[src/rtl/dmem_ctrl_pkg.sv]
// Shared encodings for the data-memory controller: M-stage commands,
// access sizes and controller FSM states.
package dmem_ctrl_pkg;

  typedef enum logic [1:0] {
    OTHER_CMD = 2'b00,
    JMP_CMD   = 2'b01,
    ST_CMD    = 2'b10,
    LW_CMD    = 2'b11
  } cmd_e;

  typedef enum logic [1:0] {
    SZ_BYTE = 2'b00,
    SZ_HALF = 2'b01,
    SZ_WORD = 2'b10,
    SZ_ILL  = 2'b11
  } size_e;

  typedef enum logic [1:0] {
    ST_IDLE = 2'b00,
    ST_REQ  = 2'b01,
    ST_DONE = 2'b10
  } state_e;

endpackage

[src/rtl/dmem_align.sv]
// Byte-lane logic: store enables/replication, misalign detection, and
// load lane extraction with sign/zero extension.
module dmem_align
  import dmem_ctrl_pkg::*;
(
  input  logic [1:0]  addr_lo,
  input  size_e       size,
  input  logic [31:0] wdata,
  output logic [3:0]  be,
  output logic [31:0] wdata_lanes,
  output logic        misalign,
  input  logic [1:0]  ld_addr_lo,
  input  size_e       ld_size,
  input  logic        ld_uns,
  input  logic [31:0] rdata,
  output logic [31:0] ld_data
);

  logic [7:0]  byte_sel;
  logic [15:0] half_sel;

  always_comb begin
    be          = '0;
    wdata_lanes = wdata;
    misalign    = 1'b0;
    case (size)
      SZ_BYTE: begin
        be          = 4'b0001 << addr_lo;
        wdata_lanes = {4{wdata[7:0]}};
      end
      SZ_HALF: begin
        be          = 4'b0011 << addr_lo;
        wdata_lanes = {2{wdata[15:0]}};
        misalign    = addr_lo[0];
      end
      SZ_WORD: begin
        be       = 4'hF;
        misalign = |addr_lo;
      end
      default: misalign = 1'b1;
    endcase
  end

  always_comb begin
    byte_sel = rdata[7:0];
    case (ld_addr_lo)
      2'd1:    byte_sel = rdata[15:8];
      2'd2:    byte_sel = rdata[23:16];
      2'd3:    byte_sel = rdata[31:24];
      default: byte_sel = rdata[7:0];
    endcase
    half_sel = ld_addr_lo[1] ? rdata[31:16] : rdata[15:0];
    case (ld_size)
      SZ_BYTE: ld_data = {{24{~ld_uns & byte_sel[7]}}, byte_sel};
      SZ_HALF: ld_data = {{16{~ld_uns & half_sel[15]}}, half_sel};
      SZ_WORD: ld_data = rdata;
      default: ld_data = '0;
    endcase
  end

endmodule

[src/rtl/dmem_ctrl.sv]
// M-stage data-memory controller: issues one bus transfer per load/store,
// stalls the pipeline meanwhile, and reports completion/error to the hazard unit.
module dmem_ctrl
  import dmem_ctrl_pkg::*;
#(
  parameter int unsigned TIMEOUT = 255,
  parameter int unsigned AW      = 32
) (
  input  logic          clk,
  input  logic          reset,
  input  logic [1:0]    cmd_inM,
  input  logic          flashM,
  input  logic [AW-1:0] addrM,
  input  logic [31:0]   wdataM,
  input  logic [1:0]    sizeM,
  input  logic          unsM,
  output logic          bus_req,
  output logic          bus_we,
  output logic [AW-1:0] bus_addr,
  output logic [31:0]   bus_wdata,
  output logic [3:0]    bus_be,
  input  logic          bus_ack,
  input  logic [31:0]   bus_rdata,
  output logic          stall_out,
  output logic          ack_out,
  output logic [31:0]   rdata_out,
  output logic          err_out
);

  localparam logic [7:0] WAIT_LAST = 8'(TIMEOUT - 1);

  state_e        state_q;
  logic [AW-1:0] addr_q;
  logic [1:0]    lo_q;
  logic          we_q;
  logic [3:0]    be_q;
  logic [31:0]   wdata_q;
  size_e         size_q;
  logic          uns_q;
  logic [7:0]    cnt_q;
  logic          kill_q;
  logic          ack_q;
  logic          err_q;
  logic [31:0]   rdata_q;

  cmd_e          cmd;
  logic          issue;
  logic          kill_next;
  logic [3:0]    be_c;
  logic [31:0]   lanes_c;
  logic          misalign_c;
  logic [31:0]   ld_data_c;

  assign cmd       = cmd_e'(cmd_inM);
  assign issue     = (state_q == ST_IDLE) && ((cmd == LW_CMD) || (cmd == ST_CMD)) && !flashM;
  assign kill_next = kill_q | flashM;

  dmem_align u_align (
    .addr_lo     (addrM[1:0]),
    .size        (size_e'(sizeM)),
    .wdata       (wdataM),
    .be          (be_c),
    .wdata_lanes (lanes_c),
    .misalign    (misalign_c),
    .ld_addr_lo  (lo_q),
    .ld_size     (size_q),
    .ld_uns      (uns_q),
    .rdata       (bus_rdata),
    .ld_data     (ld_data_c)
  );

  assign stall_out = issue || (state_q == ST_REQ);
  assign bus_req   = (state_q == ST_REQ);
  assign bus_we    = we_q;
  assign bus_addr  = addr_q;
  assign bus_wdata = wdata_q;
  assign bus_be    = be_q;
  assign ack_out   = ack_q;
  assign err_out   = err_q;
  assign rdata_out = rdata_q;

  always_ff @(posedge clk) begin
    if (reset) begin
      state_q <= ST_IDLE;
      addr_q  <= '0;
      lo_q    <= '0;
      we_q    <= 1'b0;
      be_q    <= '0;
      wdata_q <= '0;
      size_q  <= SZ_BYTE;
      uns_q   <= 1'b0;
      cnt_q   <= '0;
      kill_q  <= 1'b0;
      ack_q   <= 1'b0;
      err_q   <= 1'b0;
      rdata_q <= '0;
    end else begin
      case (state_q)
        ST_IDLE: begin
          if (issue) begin
            if (misalign_c) begin
              state_q <= ST_DONE;
              ack_q   <= 1'b1;
              err_q   <= 1'b1;
              rdata_q <= '0;
            end else begin
              state_q <= ST_REQ;
              addr_q  <= {addrM[AW-1:2], 2'b00};
              lo_q    <= addrM[1:0];
              we_q    <= (cmd == ST_CMD);
              be_q    <= be_c;
              wdata_q <= lanes_c;
              size_q  <= size_e'(sizeM);
              uns_q   <= unsM;
              cnt_q   <= '0;
            end
          end
        end
        ST_REQ: begin
          kill_q <= kill_next;
          // A same-cycle ack takes priority over the timeout abort.
          if (bus_ack) begin
            state_q <= ST_DONE;
            ack_q   <= !kill_next;
            err_q   <= 1'b0;
            rdata_q <= (kill_next || we_q) ? '0 : ld_data_c;
          end else if (cnt_q == WAIT_LAST) begin
            state_q <= ST_DONE;
            ack_q   <= !kill_next;
            err_q   <= !kill_next;
            rdata_q <= '0;
          end else begin
            cnt_q <= cnt_q + 8'd1;
          end
        end
        ST_DONE: begin
          state_q <= ST_IDLE;
          kill_q  <= 1'b0;
          ack_q   <= 1'b0;
          err_q   <= 1'b0;
          rdata_q <= '0;
        end
        default: state_q <= ST_IDLE;
      endcase
    end
  end

endmodule

[config.mk]
export PLATFORM = sky130hd
export DESIGN_NAME = dmem_ctrl
export DESIGN_NICKNAME = d
export VERILOG_FILES = /design/src/rtl/dmem_ctrl_pkg.sv /design/src/rtl/dmem_align.sv /design/src/rtl/dmem_ctrl.sv
export SDC_FILE = /design/constraint.sdc
export NUM_CORES = 1
export LEC_CHECK = 0
export ABC_AREA = 1
export BUFFER_PORTS_ARGS = -buffer_cell sky130_fd_sc_hd__buf_2
export CAP_MARGIN = 10
export CORE_MARGIN = 2
export CORE_UTILIZATION = 53
export DETAILED_ROUTE_END_ITERATION = 8
export MAX_ROUTING_LAYER = met4
export PLACE_DENSITY = 0.85
export SLEW_MARGIN = 20
export SYNTH_ARGS = -nofsm -noshare
export SYNTH_HDL_FRONTEND = slang
export SYNTH_SLANG_ARGS = --single-unit
[constraint.sdc]
create_clock -name clk -period 3.7 [get_ports clk]
set_input_delay 0.555 -clock clk [delete_from_list [all_inputs] [get_ports clk]]
set_output_delay 0.555 -clock clk [all_outputs]
set_load 0.02 [all_outputs]
==> key figures, run 1 <==
Cells and area
  – P&R area growth vs syn: 28.3%
  – Final instance area: 0.00718 mm²
  – Non-filler instance count after layout: 1151
  – Number of nets in the final layout: 1113
  – Fraction of final layout cells sized beyond drive strength 1: 25.9%
  – Ant. Diodes: 0

Clocking
  – Count of hold-fix buffers inserted at cts: 0
  – Clock insertion delay at the later pin of the skew report: 520 ps
  – Number of buffers created by CTS: 17
  – Deepest clock path buffer count: 2
  – Number of buffers added for setup after CTS: 0
  – CTS tree: yes
  – H-Tree Depth: 4
  – Clock Root Buffer: clkbuf_8
  – Sinks on Clock Net: 117
  – Number of resized instances in the post-cts repair step: 0
  – Clock slew at the register clock pins of the worst setup and hold paths: 70 ps

Synthesis
  – Cell type contributing the most total cell area after synthesis: dfxtp_1
  – Ranking of synthesized cells by instance count: nand2_1 (239), a21oi_1 (139), dfxtp_1 (117)
  – #FFs+latches synth: 117
  – Syn avg cell area: 6.82 µm²
  – Number of distinct library cells after synthesis: 32
  – Gate count after technology mapping: 820
  – Commonest register cell after synthesis: dfxtp_1
  – Share of synthesized flip-flops with an asynchronous set or reset: 0%
  – Most repeated cell in the gate-level netlist after synthesis: nand2_1
  – Synthesis warning total: 0
  – Top cell type's share of synthesized area: 41.9%
  – Area of the mapped netlist: 0.00559 mm²
  – Main area contributors after synthesis: dfxtp_1 (42%), nand2_1 (16%), a21oi_1 (12%), o21ai_0 (7.0%), nand3_1 (5.2%)
  – Number of enable-type register cells in the synthesized netlist: 0
  – Post-synthesis sequential area ratio: 41.9%

Setup path
  – Critical-path cell with the highest stage delay: nor2_1
  – Cell mode on critical path: inv_1
  – Register-to-register path setup slack: 1240 ps
  – Required time at the worst-slack endpoint: 4140 ps
  – Highest net fanout along the worst path: 21
  – Critical Path End Type: flop
  – Setup Crit Path Kind: flop to flop
  – R2R Path End: rdata_out[24]
  – Cells on worst reg2reg path: 8
  – Kind of start point of the critical path: flop
  – Largest incremental delay on the critical path: 620 ps
  – Worst EP arrival: 2890 ps
  – Worst flop-to-flop path startpoint: size_q[1]
  – CP cell instances: inv_1, nor2_1, inv_1, o21ai_0, inv_1, nand2_1, nand3_1, a21oi_1

Worst hold path
  – Class of the most critical hold timing path: input pin to flop
  – Hold Crit Endpoint: bus_addr[18]
  – Hold wc startpoint: addrM[18]
  – Worst hold path depth: 3

Placed design
  – GP Congestion: 0.937
  – Cell Count Post-Placement: 1119
  – Area after DPL: 0.00660 mm²
  – HPWL after detailed placement: 11.5 mm
  – Port buffer count: 207

Power and ir drop
  – Peak ir drop on the vdd network: 0.000338 V
  – Power, Total: 3940 µW
  – Power per cell area: 550 mW/mm²
  – Static power due to leakage: 0.00341 µW

Global route
  – First-pass GRT wire length: 27.3 mm
  – Number of global-route vias before repair: 5880
  – GRT Resource Usage Total: 30.6%
  – Maximum number of pins on one net before global-route repair: 89
  – Total gr overflow: 0
  – Initial antenna violation count: 0

Floorplanning
  – Floorplan die width: 107 µm
  – Starting utilization of the core area: 54.4%
  – Core ar.: 0.0103 mm²
  – Placement row count: 37
  – Die height: 107 µm
  – I/O pin count: 210
  – Area of the die: 0.0114 mm²

Drt
  – Wirelength per Cell: 14.7 µm
  – Detailed Routing Iterations Pass 1: 7
  – DRC marker count from the first detailed-route iteration: 399
  – Per-cell via count in the routed design: 5.36
  – DRC violations left: 0
  – Post-route met1 wirelength: 6.91 mm
  – Met3 wirelength from detailed routing: 1.33 mm
  – Total length of routed met2 wires: 8.12 mm
  – Via count: 6168
  – WL final: 16.9 mm
  – Top layer used by detailed routing: met4
  – Antenna Nets Post-Route: 0

Timing
  – Max transition margin: 39.1%
  – Max Transition Viols Final: 0
  – Final setup TNS: 0 ps
  – Clock tree skew after final layout: 7.69 ps
  – Setup repair after global routing missed its margin: no
  – Setup violation total in the final timing report: 0
  – Fmax: 407 MHz
  – Post-route clock period utilization: 66.4%
  – Final-report hold violation count: 0
  – Slew at the pin closest to its max-slew limit: 914 ps
  – Shortest period the worst path allows: 2460 ps

Status
  – Run status: finished clean

Job
  – Reported max-cap violation count: 0
-- report_power, final --
part           total (µW)  switching, µW  internal [µW]
combinational         947            672            275
sequential           1410           59.3           1350
clock                1590            667            921
-- critical path: cells and delay by family (launching register included) --
kind	cells	cell delay, ps
compound gates	2	440
buf+inv	3	730
flops	1	410
simple gates	3	810
-- metal layers --
layer | vias up | global-route usage [%]
li1 | 3050 | -
met1 | 2740 | 36.8
met2 | 325 | 50.0
met3 | 53 | 6.38
met4 | 0 | 12.8
met5 | - | -
-- flip-flops by register name (all words and copies together) (netlist names) --
register,cells
bus_we,1
lo_q,2
bus_addr,30
rdata_out,32
bus_wdata,32
bus_be,4
size_q,2
uns_q,1
cnt_q,8
ack_out,1
state_q,2
kill_q,1
err_out,1
-- per-stage QoR --
step           hold slack [ps]  utilization (%)  setup WS, ps
6_report                   279             69.8          1240
5_1_grt                    274             69.8          1000
4_1_cts                    265             69.8          1280
3_5_place_dp               452             64.3          1240
3_3_place_gp               449             64.3          1320
2_1_floorplan              470                -          1950
-- how the worst max path moves through the flow --
stage / start / to / cells after the start
after global placement: sizeM[1] / bus_be[1] / 7
after CTS: size_q[1] / rdata_out[24] / 8
after global routing: lo_q[1] / rdata_out[9] / 7
after detailed placement: sizeM[1] / bus_wdata[11] / 7
final: size_q[1] / rdata_out[24] / 8
after floorplan: state_q[1] / rdata_out[0] / 11
-- cell usage in the layout, fill, tap and decap left out, types with 2 or more instances in the layout --
| cell type | synthesis | final |
|---|---|---|
| nor2_1 | 28 | 28 |
| inv_2 | 4 | 4 |
| buf_4 | 5 | 5 |
| nand2_2 | 4 | 4 |
| nand2_1 | 239 | 239 |
| clkinvlp_4 | 0 | 3 |
| inv_1 | 63 | 63 |
| dfxtp_1 | 117 | 117 |
| inv_8 | 0 | 4 |
| a22oi_1 | 9 | 9 |
| a21oi_1 | 139 | 139 |
| nand3_2 | 1 | 2 |
| nand3_1 | 58 | 57 |
| ha_1 | 6 | 6 |
| inv_6 | 0 | 6 |
| o21ai_0 | 78 | 78 |
| xor2_1 | 6 | 6 |
| clkbuf_16 | 0 | 16 |
| nor3_1 | 2 | 2 |
| buf_2 | 17 | 207 |
| conb_1 | 1 | 2 |
| nor2_2 | 3 | 3 |
| o21ai_1 | 2 | 2 |
-- kinds of logic after synthesis --
group                    synth area share (%)
buffers and inverters                    9.15
XOR/XNOR                                0.939
AO/OA/AOI/OAI                            21.6
other                                  0.0670
flip-flops                               41.9
AND/OR/NAND/NOR                          25.0
adder cells (fa/ha/maj)                  1.34
-- final cells by class --
| class | count | area, µm² |
|---|---|---|
| well taps | 136 | 170 |
| fillers | 897 | 3100 |
| flip-flops and latches | 117 | 2340 |
| clock inverters | 15 | 159 |
| multi-input cells | 585 | 2760 |
| inverters | 69 | 262 |
| repair buffers | 212 | 1070 |
| clock buffers | 17 | 414 |
No activity file was read; power rests on OpenSTA's default activity.
==> inputs of run 2 (changes only) <==
CORE_UTILIZATION = 50   (was 53)
PLACE_DENSITY = 0.81   (was 0.85)
clock period = 2.3 ns   (was 3.7 ns; I/O delays follow)
==> run 2 against run 1 <==
  * Sequential cell count unchanged
  * First-iteration DRC count grew 1.8%
  * Critical path depth down 1
  * Sequential power grew 61%
  * Utilization shrank 3.6 points
  * Non-clock buffer count rose by 8
  * Count of clock-buffer cells in the layout grew 2
  * Total power is 58% higher
  * Critical path type is now flop to primary output
==> key figures, run 2 (synthesis gave the netlist of run 1 again) <==
Timing
  – Final setup TNS: 0 ps (unchanged)
  – Clock tree skew after final layout: 7.68 ps (was 7.69 ps)
  – Fmax: 478 MHz
  – Final setup margin: 208 ps (was 1240 ps)
  – Shortest period the worst path allows: 2090 ps
  – Post-route clock period utilization: 91.0%
  – Setup violation total in the final timing report: 0 (unchanged)
  – Setup repair after global routing missed its margin: no (unchanged)
  – Max transition margin: 39.2% (was 39.1%)
  – Final-report hold violation count: 0 (unchanged)
  – Max Transition Viols Final: 0 (unchanged)
  – Slew at the pin closest to its max-slew limit: 911 ps (was 914 ps)

Cells and area
  – Non-filler instance count after layout: 1162 (was 1151)
  – Most frequent cells in the layout: nand2_1 (239), buf_2 (207), a21oi_1 (139) (unchanged)
  – Number of nets in the final layout: 1121 (was 1113)
  – Storage element area: 0.00234 mm² (unchanged)
  – P&R area growth vs syn: 28.9% (was 28.3%)
  – Most common cell after layout, fill and taps aside: nand2_1 (unchanged)
  – Number of filler cells placed in the layout: 994 (was 897)
  – Fraction of final layout cells sized beyond drive strength 1: 26.3% (was 25.9%)
  – Ant. Diodes: 0 (unchanged)
  – Total area of multi-input combinational cells: 0.00276 mm² (unchanged)

Floorplanning
  – I/O pin count: 210 (unchanged)
  – Placement row count: 38 (was 37)
  – Core ar.: 0.0109 mm² (was 0.0103 mm²)
  – Die height: 110 µm (was 107 µm)
  – Starting utilization of the core area: 51.4% (was 54.4%)
  – Floorplan die width: 110 µm (was 107 µm)
  – Area of the die: 0.0121 mm² (was 0.0114 mm²)

Global route
  – Maximum number of pins on one net before global-route repair: 89 (unchanged)
  – Initial antenna violation count: 0 (unchanged)
  – GRT Resource Usage Total: 28.8% (was 30.6%)
  – First-pass GRT wire length: 26.2 mm (was 27.3 mm)
  – Total gr overflow: 0 (unchanged)
  – Number of global-route vias before repair: 5528 (was 5880)

Clocking
  – Number of buffers created by CTS: 17 (unchanged)
  – Clock slew at the register clock pins of the worst setup and hold paths: 60 ps (was 70 ps)
  – CTS tree: yes (unchanged)
  – Count of hold-fix buffers inserted at cts: 0 (unchanged)
  – Deepest clock path buffer count: 2 (unchanged)
  – Clock Root Buffer: clkbuf_8 (unchanged)
  – Sinks on Clock Net: 117 (unchanged)
  – Clock insertion delay at the later pin of the skew report: 530 ps (was 520 ps)
  – H-Tree Depth: 4 (unchanged)

Power and ir drop
  – Peak ir drop on the vdd network: 0.000719 V (was 0.000338 V)
  – Power per cell area: 865 mW/mm² (was 550 mW/mm²)
  – Static power due to leakage: 0.00343 µW (was 0.00341 µW)

Setup path
  – Crit path max-delay family: buffers and inverters (was simple AND/OR/NAND/NOR gates)
  – Critical Path End Type: primary output (was flop)
  – Critical-path cell with the highest stage delay: dfxtp_1 (was nor2_1)
  – Setup Crit Path Kind: flop to primary output (was flop to flop)
  – Highest net fanout along the worst path: 5 (was 21)
  – Beginning of the critical path: state_q[0] (was size_q[1])
  – Kind of start point of the critical path: flop (unchanged)
  – Worst EP arrival: 1750 ps (was 2890 ps)
  – Worst flop-to-flop path startpoint: lo_q[1] (was size_q[1])
  – CP cell instances: inv_1, ha_1, nand2_1, nor2_2, inv_2, nand2_1, buf_2 (was inv_1, nor2_1, inv_1, o21ai_0, inv_1, nand2_1, nand3_1, a21oi_1)
  – Largest incremental delay on the critical path: 340 ps (was 620 ps)
  – Cell mode on critical path: nand2_1 (was inv_1)
  – Required time at the worst-slack endpoint: 1960 ps (was 4140 ps)
  – Count of buffer and inverter cells on the critical path: 3 (unchanged)

Drt
  – DRC violations left: 0 (unchanged)
  – Per-cell via count in the routed design: 5.25 (was 5.36)
  – DRC marker count from the first detailed-route iteration: 406 (was 399)
  – WL final: 16.5 mm (was 16.9 mm)
  – Via count: 6095 (was 6168)
  – Antenna Nets Post-Route: 0 (unchanged)
  – Wirelength per Cell: 14.2 µm (was 14.7 µm)
  – Detailed Routing Iterations Pass 1: 5 (was 7)

Placed design
  – Port buffer count: 207 (unchanged)
  – Cell Count Post-Placement: 1131 (was 1119)
  – Post-placement worst setup slack: 237 ps (was 1240 ps)
  – GP Congestion: 0.949 (was 0.937)
  – HPWL after detailed placement: 11.4 mm (was 11.5 mm)

Worst hold path
  – Hold wc startpoint: addrM[18] (unchanged)
  – Class of the most critical hold timing path: input pin to flop (unchanged)

Status
  – Run status: finished clean (unchanged)

Job
  – Reported max-cap violation count: 0 (unchanged)
[run 2: tightest hold or removal path: stages]
cell and delay [ps]:
buf_2 90, nand2_1 50, a21oi_1 50
[run 2: worst paths after layout]
path                        end  slack (ps)  depth (start not counted)
hold reg to reg     bus_addr[5]         460                          2
setup reg to reg  rdata_out[14]         210                          6
hold / removal     bus_addr[18]          60                          3
setup / recovery      stall_out         210                          7
[run 2: per-layer routing]
layer  vias to the layer above  part of all wire (%)  global-route usage (%)
met5                         -                     0                       -
met4                         0                   2.6                    11.8
li1                       3062                     -                       -
met2                       263                    48                    46.1
met3                        38                   8.4                    8.18
met1                      2732                    41                    34.1
[run 2: layout make-up]
cell class              instances  share of cell area (%)
multi-input cells             585                    38.2
flip-flops and latches        117                    32.5
repair buffers                220                    15.8
clock buffers                  19                    5.99
inverters                      69                    3.63
well taps                     140                    2.43
clock inverters                12                    1.47
[run 2: per-stage QoR]
| step | total power (µW) | util (%) | hold slack, ps | area [µm²] |
|---|---|---|---|---|
| global placement | 3800 | 61.3 | 448 | 6670 |
| detailed placement | 3820 | 61.3 | 452 | 6670 |
| floorplan | 3440 | - | 470 | 5600 |
| CTS | 6230 | 66.2 | 54.3 | 7210 |
| finish | 6240 | 66.2 | 59.1 | 7210 |
| global route | 6550 | 66.2 | 42.6 | 7210 |
[run 2: power breakdown]
| part | switching (µW) | internal (µW) | total [µW] |
|---|---|---|---|
| clock network | 969 | 1450 | 2420 |
| logic | 1080 | 475 | 1550 |
| registers | 93.4 | 2170 | 2270 |
| total | 2140 | 4100 | 6240 |
[run 2: what timing repair did]
| action | 4_1_cts | 5_1_grt |
|---|---|---|
| buffers inserted | 0 | 0 |
| resized for setup | 0 | 1 |
| setup endpoints to repair | 0 | 3 |
==> inputs of run 3 (changes only) <==
BUFFER_PORTS_ARGS = -buffer_cell sky130_fd_sc_hd__buf_4   (was -buffer_cell sky130_fd_sc_hd__buf_2)
clock period = 2.25 ns   (was 2.3 ns; I/O delays follow)
==> run 3 against run 2 <==
  * Combinational power increased by 11%
  * Count of clock-buffer cells in the layout decreased by 1
  * Worst setup slack got worse by 30 ps
  * Sequential cell count unchanged
  * Total power increased by 6.4%
  * Via count increased by 1.8%
  * Wire length increased by 4.0%
  * Sequential power increased by 2%
  * Clock power increased by 7%
  * Die area unchanged
==> key figures, run 3 (synthesis gave the netlist of run 1 again) <==
Setup path
  – Highest net fanout along the worst path: 5 (unchanged)
  – Worst EP arrival: 1730 ps (was 1750 ps)
  – Required time at the worst-slack endpoint: 1910 ps (was 1960 ps)
  – Kind of start point of the critical path: flop (unchanged)
  – Setup Crit Path Kind: flop to primary output (unchanged)
  – Critical Path End Type: primary output (unchanged)

Clocking
  – Sinks on Clock Net: 117 (unchanged)
  – CTS tree: yes (unchanged)
  – Number of buffers created by CTS: 17 (unchanged)
  – Deepest clock path buffer count: 2 (unchanged)
  – Number of buffers added for setup after CTS: 0 (unchanged)
  – Number of resized instances in the post-cts repair step: 0 (unchanged)
  – H-Tree Depth: 4 (unchanged)
  – Count of hold-fix buffers inserted at cts: 0 (unchanged)
  – Clock Root Buffer: clkbuf_8 (unchanged)
  – Clock insertion delay at the later pin of the skew report: 520 ps (was 530 ps)
  – Clock slew at the register clock pins of the worst setup and hold paths: 60 ps (about the same)

Floorplanning
  – Die height: 110 µm (unchanged)
  – Core ar.: 0.0109 mm² (unchanged)
  – Placement row count: 38 (unchanged)
  – Area of the die: 0.0121 mm² (unchanged)
  – I/O pin count: 210 (unchanged)
  – Floorplan die width: 110 µm (unchanged)
  – Starting utilization of the core area: 51.4% (unchanged)

Drt
  – WL final: 17.2 mm (was 16.5 mm)
  – DRC marker count from the first detailed-route iteration: 394 (was 406)
  – Detailed Routing Iterations Pass 1: 5 (unchanged)
  – Wirelength per Cell: 14.7 µm (was 14.2 µm)
  – Antenna Nets Post-Route: 0 (unchanged)
  – Via count: 6207 (was 6095)
  – DRC violations left: 0 (unchanged)
  – Per-cell via count in the routed design: 5.31 (was 5.25)

Power and ir drop
  – Peak ir drop on the vdd network: 0.000472 V (was 0.000719 V)
  – Static power due to leakage: 0.00355 µW (was 0.00343 µW)
  – Power per cell area: 849 mW/mm² (was 865 mW/mm²)

Global route
  – GRT Resource Usage Total: 29.5% (was 28.8%)
  – Maximum number of pins on one net before global-route repair: 35 (was 89)
  – Total gr overflow: 0 (unchanged)
  – First-pass GRT wire length: 26.8 mm (was 26.2 mm)
  – Number of global-route vias before repair: 5635 (was 5528)
  – Initial antenna violation count: 0 (unchanged)

Timing
  – Setup violation total in the final timing report: 0 (unchanged)
  – Clock tree skew after final layout: 10.5 ps (was 7.68 ps)
  – Shortest period the worst path allows: 2070 ps
  – Slew at the pin closest to its max-slew limit: 777 ps (was 911 ps)
  – Final setup TNS: 0 ps (unchanged)
  – Setup repair after global routing missed its margin: no (unchanged)
  – Max Transition Viols Final: 0 (unchanged)
  – Max transition margin: 48.1% (was 39.2%)
  – Fmax: 483 MHz
  – Final setup margin: 178 ps (was 208 ps)
  – Post-route clock period utilization: 92.1%
  – Final hold slack: 67.7 ps (was 59.1 ps)
  – Final-report hold violation count: 0 (unchanged)

Cells and area
  – Ant. Diodes: 0 (unchanged)
  – Non-filler instance count after layout: 1170 (was 1162)
  – Most frequent cells in the layout: nand2_1 (239), buf_4 (226), a21oi_1 (139) (was nand2_1 (239), buf_2 (207), a21oi_1 (139))
  – Fraction of final layout cells sized beyond drive strength 1: 27.0% (was 26.3%)
  – Number of nets in the final layout: 1128 (was 1121)
  – Number of filler cells placed in the layout: 931 (was 994)
  – P&R area growth vs syn: 39.7% (was 28.9%)
  – Most common cell after layout, fill and taps aside: nand2_1 (unchanged)

Placed design
  – Post-placement worst setup slack: 182 ps (was 237 ps)
  – HPWL after detailed placement: 12.4 mm (was 11.4 mm)
  – Cell Count Post-Placement: 1138 (was 1131)
  – GP Congestion: 0.932 (was 0.949)
  – Port buffer count: 207 (unchanged)

Status
  – Run status: finished clean (unchanged)

Worst hold path
  – Class of the most critical hold timing path: input pin to flop (unchanged)

Job
  – Reported max-cap violation count: 0 (unchanged)
-- run 3: metrics by stage --
step	total power [µW]	cell area (µm²)	util, %
detailed placement	4050	7240	66.5
global placement	4030	7240	66.5
floorplan	3510	5600	-
finish	6640	7810	71.8
global route	6950	7810	71.8
CTS	6630	7810	71.7
-- run 3: path summary, 6_finish.rpt --
check / startpoint / endpoint / slack [ps] / cells past startpoint
max: state_q[0] / stall_out / 180 / 7
min: addrM[18] / bus_addr[18] / 70 / 3
max reg2reg: state_q[0] / rdata_out[12] / 220 / 11
min reg2reg: bus_addr[9] / bus_addr[9] / 460 / 2
-- run 3: metal layers --
| layer | global-route usage [%] | vias to the layer above | wire (µm) |
|---|---|---|---|
| met5 | - | - | 0 |
| met4 | 10.9 | 0 | 435 |
| met3 | 7.77 | 39 | 1400 |
| met2 | 48.2 | 277 | 8440 |
| met1 | 34.9 | 2816 | 6930 |
| li1 | - | 3075 | - |
-- run 3: worst max-delay path: stages (launching register included) --
cell and delay, ps:
dfxtp_1 340, inv_1 90, ha_1 250, nand2_1 90, nor2_2 140, inv_2 80
nand2_1 80, buf_4 150
-- run 3: layout make-up --
cell class | count | area (µm²) | share of cell area [%]
clock buffer | 18 | 428 | 5.48
clock inverter | 14 | 143 | 1.83
inverter | 69 | 262 | 3.35
multi-input combinational | 585 | 2760 | 35.3
sequential | 117 | 2340 | 30.0
tap | 140 | 175 | 2.24
timing repair buffer | 227 | 1710 | 21.9
-- run 3: where the power goes --
group / internal (µW) / switching [µW] / total (µW)
Clock: 1520 / 1070 / 2590
Combinational: 611 / 1110 / 1720
Sequential: 2220 / 97.6 / 2320
